File: src/rtl/speed_uart_tx.sv
// speed_uart_tx: 8N1 UART framer for speed samples with a one-entry pending buffer.
// Define FRAME_CHECKSUM_EN to append an XOR checksum byte (5-byte frame instead of 4).
module speed_uart_tx #(
  parameter int SYS_FREQ = 50000000,
  parameter int BAUD_RATE = 115200,
  parameter int WIDTH_SPEED = 14
) (
  input  logic                   clk,
  input  logic                   reset_n,
  input  logic [WIDTH_SPEED-1:0] speed,
  input  logic [1:0]             valid_Epass,
  input  logic                   done,
  output logic                   serial_data_out,
  output logic                   busy,
  output logic                   overflow
);
  localparam int DIV = SYS_FREQ / BAUD_RATE;
  localparam int CW = $clog2(DIV + 1);
`ifdef FRAME_CHECKSUM_EN
  localparam int NB = 5;
`else
  localparam int NB = 4;
`endif
  localparam int FW = 8 * NB;
  typedef enum logic [1:0] {IDLE, START, DATA, STOP} state_t;
  state_t state, state_n;
  logic [CW-1:0] cnt;
  logic [2:0] bit_i, byte_i;
  logic [FW-1:0] frm, pend, smp;
  logic pend_v, tick, fin, launch, direct, cap, drop;

  function automatic logic [FW-1:0] pack(input logic [15:0] s, input logic [1:0] v);
    logic [31:0] b;
    b = {6'b0, v, s[7:0], s[15:8], 8'hAA};
`ifdef FRAME_CHECKSUM_EN
    return {b[31:24] ^ b[23:16] ^ b[15:8] ^ b[7:0], b};
`else
    return b;
`endif
  endfunction

  assign smp = pack(16'(speed), valid_Epass);
  assign busy = state != IDLE || pend_v;

  // fin is the last cycle of the final stop bit; a done there chains straight into the next frame
  always_comb begin
    tick = cnt == CW'(DIV - 1);
    fin = state == STOP && tick && byte_i == 3'(NB - 1);
    launch = (state == IDLE || fin) && (done || pend_v);
    direct = launch && !pend_v;
    cap = done && !direct && (!pend_v || launch);
    drop = done && pend_v && !launch;
    state_n = state;
    case (state)
      IDLE:    state_n = launch ? START : IDLE;
      START:   state_n = tick ? DATA : START;
      DATA:    state_n = tick && bit_i == 3'd7 ? STOP : DATA;
      STOP:    state_n = tick ? (fin && !launch ? IDLE : START) : STOP;
      default: state_n = IDLE;
    endcase
  end

  // the line is registered, so it trails the state by one cycle
  always_ff @(posedge clk or negedge reset_n) begin
    if (!reset_n) begin
      state <= IDLE;
      cnt <= '0;
      bit_i <= '0;
      byte_i <= '0;
      frm <= '0;
      pend <= '0;
      pend_v <= 1'b0;
      serial_data_out <= 1'b1;
      overflow <= 1'b0;
    end else begin
      state <= state_n;
      cnt <= state == IDLE || tick ? '0 : cnt + 1'b1;
      if (state == DATA && tick) begin
        bit_i <= bit_i + 1'b1;
        frm <= frm >> 1;
      end
      if (state == STOP && tick) byte_i <= fin ? '0 : byte_i + 1'b1;
      if (launch) frm <= pend_v ? pend : smp;
      if (cap) pend <= smp;
      pend_v <= cap || (pend_v && !launch);
      serial_data_out <= state == START ? 1'b0 : state == DATA ? frm[0] : 1'b1;
      overflow <= drop;
    end
  end
endmodule

File: config.mk
export PLATFORM = sky130hd
export DESIGN_NAME = speed_uart_tx
export DESIGN_NICKNAME = d
export VERILOG_FILES = /design/src/rtl/speed_uart_tx.sv
export SDC_FILE = /design/constraint.sdc
export NUM_CORES = 1
export LEC_CHECK = 0
export ABC_AREA = 1
export BUFFER_PORTS_ARGS = -buffer_cell sky130_fd_sc_hd__buf_2
export CORE_AREA = 5 5 84 86
export CTS_CLUSTER_SIZE = 24
export DETAILED_ROUTE_END_ITERATION = 7
export DIE_AREA = 0 0 89 91
export GPL_TIMING_DRIVEN = 0
export MAX_ROUTING_LAYER = met4
export PLACE_DENSITY_LB_ADDON = 0.08
export SLEW_MARGIN = 20
export SYNTH_ARGS = -nofsm -noshare
export SYNTH_HDL_FRONTEND = slang
export SYNTH_SLANG_ARGS = --single-unit
File: constraint.sdc
create_clock -name clk -period 1.61 [get_ports clk]
set_input_delay 0.2415 -clock clk [delete_from_list [all_inputs] [get_ports clk]]
set_output_delay 0.2415 -clock clk [all_outputs]
set_load 0.03 [all_outputs]
Word-level counts from Yosys, hierarchy flattened

Cells that the tools add are included.

Equality and inequality tests: 6
$lt $le $gt $ge: 0
Shift operators: 0
$mul: 0
Muxes and demuxes: 13
Reductions and logical operators: 24
Div/mod/pow operators: 0
$add $sub $neg: 3
Bitwise operators: 0

Operators by type and width:

| cell                | count |
|---|---|
| $mux 32             | 2 |
| $mux 26             | 1 |
| $logic_and 1x1->1   | 12 |
| $add 9x1->9 const B | 1 |
| $eq 9x9->1 const B  | 1 |
| $mux 9              | 1 |
| $pmux 2 s4          | 1 |
| $add 3x1->3 const B | 2 |
| $logic_or 1x1->1    | 6 |
| $mux 1              | 5 |
| $eq 2x2->1 const B  | 2 |
| $mux 2              | 2 |
| $reduce_bool 2->1   | 2 |
| $eq 3x2->1 const B  | 1 |
| $eq 3x3->1 const B  | 1 |
| $logic_not 1->1     | 3 |
| $mux 3              | 1 |
| $eq 2x1->1 const B  | 1 |
| $logic_not 2->1     | 1 |

Flip-flop bits (word level): 72
Memories: 0
Latch bits: 0
Bits in read-only memories: 0
Input bits: 19
Memory bits (writable): 0

Depth between registers and ports, before layout

Depth in word-level cells: 10
Depth in mapped cells: 11

Worst setup path before layout

Ideal clock, no wire load.

Path kind: reg2reg
From: reg byte_i[0]
To: reg pend[10]
Stages on the path, launching flop included: 10
Data arrival time: 1458 ps
Clock period less this slack: 1575 ps
Setup slack: 35 ps
Buffers on the path: 1
Path through: dfrtp_1 -> ha_1 -> ha_1 -> nand4_4 -> nand2_4 -> nand2_4 -> nand3_4 -> buf_12 -> nand2_2 -> nand2_1

Longest elaborated chain between the ends: 8

RTL lines:

| what                   | RTL line | RTL |
|---|---|---|
| from (decl)            | 28       | `logic [2:0] bit_i, byte_i;` |
| from (signal assigned) | 82       | `if (state == STOP && tick) byte_i <= fin ? '0 : byte_i + 1'b1;` |
| $eq 3x2->1 *           | 48       | `fin = state == STOP && tick && byte_i == 3'(NB - 1);` |
| $logic_and 1x1->1 *    | 48       |  |
| $logic_or 1x1->1 *     | 49       | `launch = (state == IDLE \|\| fin) && (done \|\| pend_v);` |
| $logic_and 1x1->1 *    | 49       |  |
| $logic_and 1x1->1      | 50       | `direct = launch && !pend_v;` |
| $logic_not 1->1        | 51       | `cap = done && !direct && (!pend_v \|\| launch);` |
| $logic_and 1x1->1      | 51       |  |
| $logic_and 1x1->1 *    | 51       |  |
| to (signal assigned)   | 84       | `if (cap) pend <= smp;` |
| to (decl)              | 29       | `logic [FW-1:0] frm, pend, smp;` |

Every way passes the cells marked *; elsewhere a longest branch is shown, timed or not.
A chain may end at the register's enable or synchronous reset.

Worst setup path after layout

From: reg cnt[1]
To: reg frm[13]

Longest elaborated chain between the ends: 6

RTL lines:

| what                                                | RTL line | RTL |
|---|---|---|
| from (decl)                                         | 27       | `logic [CW-1:0] cnt;` |
| from (signal assigned)                              | 77       | `cnt <= state == IDLE \|\| tick ? '0 : cnt + 1'b1;` |
| $eq 9x9->1 *                                        | 47       | `tick = cnt == CW'(DIV - 1);` |
| $logic_and 1x1->1 (2 in series)                     | 48       |  |
| $logic_or 1x1->1                                    | 49       |  |
| $logic_and 1x1->1                                   | 49       |  |
| $mux 32 / $reduce_bool 2->1 (equally long branches) | -        |  |
| to (signal assigned)                                | 80       | `frm <= frm >> 1;` |
| to (signal assigned)                                | 83       | `if (launch) frm <= pend_v ? pend : smp;` |
| to (decl)                                           | 29       |  |

Marked as above.

==> metrics.txt <==
# TYPE chip_impl_metric gauge
chip_impl_metric{name="register_area_share_after_synthesis",unit="%"} 49.4
chip_impl_metric{name="clock-skew-final",unit="ns"} 0.00985
chip_impl_metric{name="cap_violations",unit=""} 0
chip_impl_metric{name="nets",unit=""} 466
chip_impl_metric{name="drt-wirelength-per-cell",unit="µm"} 14.0
chip_impl_metric{name="globalRouteTotalUtil",unit="%"} 19.5
chip_impl_info{name="crit-reg2reg-launch",value="cnt[1]"} 1
chip_impl_metric{name="max_clock_freq",unit="MHz"} 618
chip_impl_metric{name="clock_power_share",unit="%"} 38.6
chip_impl_metric{name="switchingPower",unit="µW"} 1020
chip_impl_metric{name="syn_area",unit="mm²"} 0.00319
chip_impl_metric{name="synth_seq_cells",unit=""} 63
chip_impl_metric{name="utilization",unit="%"} 67.1
chip_impl_metric{name="clk_pin_slew_worst_paths",unit="ns"} 0.07
chip_impl_metric{name="core-area",unit="mm²"} 0.00620
chip_impl_metric{name="drt-vias-per-instance",unit=""} 5.15
chip_impl_metric{name="cts_sinks",unit=""} 63
chip_impl_metric{name="worst-r2r-setup-slack",unit="ns"} -0.009
chip_impl_info{name="tritoncts",value="built"} 1
chip_impl_metric{name="syn_inst",unit=""} 389
chip_impl_metric{name="rr_worst_depth",unit=""} 10
chip_impl_metric{name="power_density",unit="mW/mm²"} 923
chip_impl_metric{name="globalRouteOverflowTotal",unit=""} 0
chip_impl_info{name="setup_repair_after_global_routing_missed_its_margin",value="true"} 1
chip_impl_metric{name="global_route.usage.met1",unit="%"} 24.0
chip_impl_metric{name="worst_ir_drop_vdd",unit="V"} 0.000739
chip_impl_metric{name="syn2layout_area_growth",unit="%"} 30.5
chip_impl_metric{name="tightest_slew",unit="ns"} 0.437
chip_impl_metric{name="timing.final.max_slew_violations",unit=""} 0
chip_impl_info{name="crit_start",value="cnt[1]"} 1
chip_impl_info{name="crit-reg2reg-capture",value="frm[13]"} 1
chip_impl_metric{name="seq_power_share",unit="%"} 47.9
chip_impl_metric{name="critical_path_required",unit="ns"} 1.84
chip_impl_metric{name="max_slew_margin",unit="%"} 70.8
chip_impl_metric{name="final.setup.worst_slack",unit="ns"} -0.00923
chip_impl_metric{name="synthesis.yosys.warnings",unit=""} 0
chip_impl_metric{name="post_dp_cell_area",unit="mm²"} 0.00342
chip_impl_metric{name="final_weighted_congestion_of_routability_driven_global_placement",unit=""} 0.799
chip_impl_metric{name="dieWidth",unit="µm"} 89
chip_impl_info{name="status",value="finished with violations"} 1
chip_impl_metric{name="power_leakage",unit="µW"} 0.00216
chip_impl_info{name="most_used_dff_post_synth",value="sky130_fd_sc_hd__dfrtp_1"} 1
chip_impl_metric{name="fraction_of_final_layout_cells_with_drive_strength_greater_than_1",unit="%"} 31.0
chip_impl_metric{name="cts-htree-levels",unit=""} 3
chip_impl_metric{name="worst-endpoint-arrival",unit="ns"} 1.85
chip_impl_metric{name="number_of_buffers_added_by_the_clock_tree_synthesis_step",unit=""} 9
chip_impl_metric{name="synthesis.nets",unit=""} 414
chip_impl_metric{name="initial_utilization",unit="%"} 51.4
chip_impl_metric{name="die_h",unit="µm"} 91
chip_impl_info{name="cts_root_buf",value="sky130_fd_sc_hd__clkbuf_8"} 1
chip_impl_metric{name="first_pass_grt_wire_length",unit="µm"} 12100
chip_impl_metric{name="finalCritPeriodShare",unit="%"} 101
chip_impl_metric{name="final_design_area_no_fill",unit="mm²"} 0.00416
chip_impl_metric{name="antenna-diode-count",unit=""} 0
chip_impl_metric{name="synth_cell_types",unit=""} 33
chip_impl_metric{name="number_of_enable_flip_flop_cells_after_synthesis",unit=""} 0
chip_impl_metric{name="first_global_vias",unit=""} 2648
chip_impl_metric{name="power.switching_fraction",unit="%"} 26.6
chip_impl_metric{name="shortest_period_the_worst_path_allows",unit="ns"} 1.62
chip_impl_info{name="failed_checks",value="setup timing"} 1
chip_impl_metric{name="vias",unit=""} 2687
chip_impl_info{name="crit_end",value="frm[13]"} 1
chip_impl_metric{name="fillers",unit=""} 513
chip_impl_info{name="min-delay-path-class",value="in -> reg"} 1
chip_impl_metric{name="ant_nets",unit=""} 0
chip_impl_metric{name="setup-violations-final",unit=""} 4
chip_impl_info{name="cp-start-kind",value="flip-flop"} 1
chip_impl_metric{name="total_die_area",unit="mm²"} 0.00810
chip_impl_metric{name="critical_path_peak_fanout",unit=""} 6
chip_impl_metric{name="detail_route.wirelength",unit="µm"} 7280
chip_impl_metric{name="clk-insertion-delay-late",unit="ns"} 0.34
chip_impl_metric{name="use_met2",unit="%"} 31.6
chip_impl_info{name="worstSetupEndpointType",value="flip-flop"} 1
chip_impl_metric{name="residual_drc_count",unit=""} 0
chip_impl_metric{name="grt_start_max_net_pins",unit=""} 37
chip_impl_metric{name="share_comb_of_total_power",unit="%"} 13.5
chip_impl_info{name="gr-max-usage-layer",value="met2"} 1
chip_impl_metric{name="preCtsSetupSlack",unit="ns"} -0.146
chip_impl_metric{name="max-clock-path-buffers",unit=""} 2
chip_impl_metric{name="floorplan.rows",unit=""} 29
chip_impl_metric{name="grt_antenna_before_repair",unit=""} 0
chip_impl_metric{name="post_synth.cell_area_avg",unit="µm²"} 8.21
chip_impl_metric{name="dr.first_iter.drc_count",unit=""} 110
chip_impl_metric{name="dr_pass1_iterations",unit=""} 4
chip_impl_metric{name="half_perimeter_wire_length_after_placement",unit="µm"} 4860
chip_impl_metric{name="finalHoldViolations",unit=""} 0
chip_impl_metric{name="async_reset_ff_share",unit="%"} 100
chip_impl_metric{name="port_buffers",unit=""} 21
chip_impl_metric{name="grtUsageMet3",unit="%"} 3.26
chip_impl_metric{name="cellInternalPower",unit="µW"} 2820
chip_impl_info{name="path_class",value="reg -> reg"} 1
chip_impl_metric{name="design.portCount",unit=""} 22
-- power by group through the flow --
stage / Clock [µW] / Combinational (µW) / Sequential [µW]
floorplan: 0 / 326 / 1850
global placement: 0 / 442 / 1860
detailed placement: 0 / 460 / 1870
CTS: 1500 / 494 / 1840
global route: 1570 / 597 / 1860
finish: 1480 / 518 / 1840
-- worst min path at each step --
stage / from / slack (ns) / cells past startpoint / end
detailed placement: reset_n / 0.19 / 1 / cnt[4]
finish: speed[12] / 0.16 / 3 / pend[12]
global route: speed[12] / 0.16 / 3 / pend[12]
floorplan: reset_n / -0.05 / 0 / bit_i[0]
global placement: pend[7] / 0.43 / 2 / pend[7]
CTS: speed[13] / 0.15 / 3 / pend[13]
-- critical path, cell delays in order, from the launching register on --
cell and delay (ns):
sky130_fd_sc_hd__dfrtp_1 0.38, sky130_fd_sc_hd__inv_1 0.06, sky130_fd_sc_hd__ha_2 0.19, sky130_fd_sc_hd__nand2_2 0.07, sky130_fd_sc_hd__nor2_4 0.11, sky130_fd_sc_hd__nand4_4 0.15
sky130_fd_sc_hd__nand2_8 0.15, sky130_fd_sc_hd__nand2_8 0.09, sky130_fd_sc_hd__clkbuf_16 0.18, sky130_fd_sc_hd__nand3_1 0.06, sky130_fd_sc_hd__nand3_1 0.07
-- cells in the final DEF (no fill, tap or decap), drive strengths merged, types with 2 or more instances in the layout --
| master | instances |
|---|---|
| ha | 6 |
| nor2 | 17 |
| a21oi | 7 |
| clkbuf | 19 |
| clkinv | 2 |
| inv | 28 |
| dfrtp | 62 |
| nor3b | 3 |
| nand3 | 52 |
| nor3 | 5 |
| o21ai | 10 |
| buf | 51 |
| o31ai | 2 |
| nand4 | 18 |
| nand2 | 154 |
-- registers in the layout, summed over array words and instances, names as in the netlist --
name and flops:
bit_i 3, byte_i 3, cnt 9, frm 26
overflow 1, pend 17, pend_v 1, serial_data_out 1
state 2
-- routing by layer --
metal | vias to the layer above | part of all wire, %
met5 | - | 0
met4 | 0 | 1.8
met3 | 12 | 2.9
met2 | 39 | 51
met1 | 1273 | 44
li1 | 1363 | -
-- final cells by class --
cell class / count / area (µm²) / area share [%]
flip-flops and latches: 63 / 1580 / 37.9
clock buffers: 13 / 179 / 4.30
inverters: 30 / 138 / 3.31
repair buffers: 41 / 338 / 8.11
plain buffers: 17 / 181 / 4.36
clock inverters: 2 / 37.5 / 0.901
well taps: 77 / 96.3 / 2.31
multi-input cells: 279 / 1620 / 38.8
-- Yosys cell counts, types with 2 or more instances --
library cell | n | area share (%)
sky130_fd_sc_hd__o21ai_0 | 7 | 1.1
sky130_fd_sc_hd__clkbuf_1 | 4 | 0.47
sky130_fd_sc_hd__o31ai_1 | 2 | 0.47
sky130_fd_sc_hd__nand2_2 | 10 | 2.0
sky130_fd_sc_hd__nand3_1 | 50 | 7.8
sky130_fd_sc_hd__nor3b_1 | 3 | 0.71
sky130_fd_sc_hd__dfrtp_1 | 62 | 49
sky130_fd_sc_hd__buf_2 | 10 | 1.6
sky130_fd_sc_hd__o21ai_1 | 3 | 0.47
sky130_fd_sc_hd__nand3_4 | 2 | 1.1
sky130_fd_sc_hd__nand2_1 | 140 | 16
sky130_fd_sc_hd__a21oi_1 | 7 | 1.1
sky130_fd_sc_hd__inv_2 | 5 | 0.59
sky130_fd_sc_hd__nand4_1 | 17 | 3.3
sky130_fd_sc_hd__nor3_1 | 5 | 0.78
sky130_fd_sc_hd__nand2_4 | 3 | 1.1
sky130_fd_sc_hd__ha_1 | 6 | 2.4
sky130_fd_sc_hd__nor2_4 | 2 | 0.71
sky130_fd_sc_hd__inv_1 | 23 | 2.7
sky130_fd_sc_hd__nor2_1 | 14 | 1.6
sky130_fd_sc_hd__buf_6 | 2 | 0.71
-- metrics by stage --
stage          cells  total power, µW  TNS (ns)  hold WS, ns
5_1_grt          522             4020     -3.12        0.162
6_report         522             3840   -0.0231        0.161
4_1_cts          510             3830    -0.587        0.152
3_3_place_gp     487             2300     -2.05        0.433
3_5_place_dp     488             2330     -2.83        0.193
2_1_floorplan    389             2170         0      -0.0541
-- kinds of logic after synthesis --
group,after synthesis,share of synthesized area (%)
xor gates and xnor gates,1,0.274
AOI/OAI and AO/OA,21,3.61
DFF,63,49.4
muxes,2,0.666
adders and majority gates,6,2.35
buffers and inverters,48,7.21
and+or+nand+nor,248,36.5
-- repair_timing --
| item | 4_1_cts | 5_1_grt |
|---|---|---|
| buffers inserted | 6 | 9 |
| gates resized for setup | 37 | 51 |
| endpoints found under the setup margin | 45 | 47 |
| hold buffers | 1 | 0 |
| cloned | 1 | 3 |
| endpoints found under the hold margin | 27 | 0 |
| pin swaps | 4 | 9 |
No activity file was read; power rests on OpenSTA's default activity.
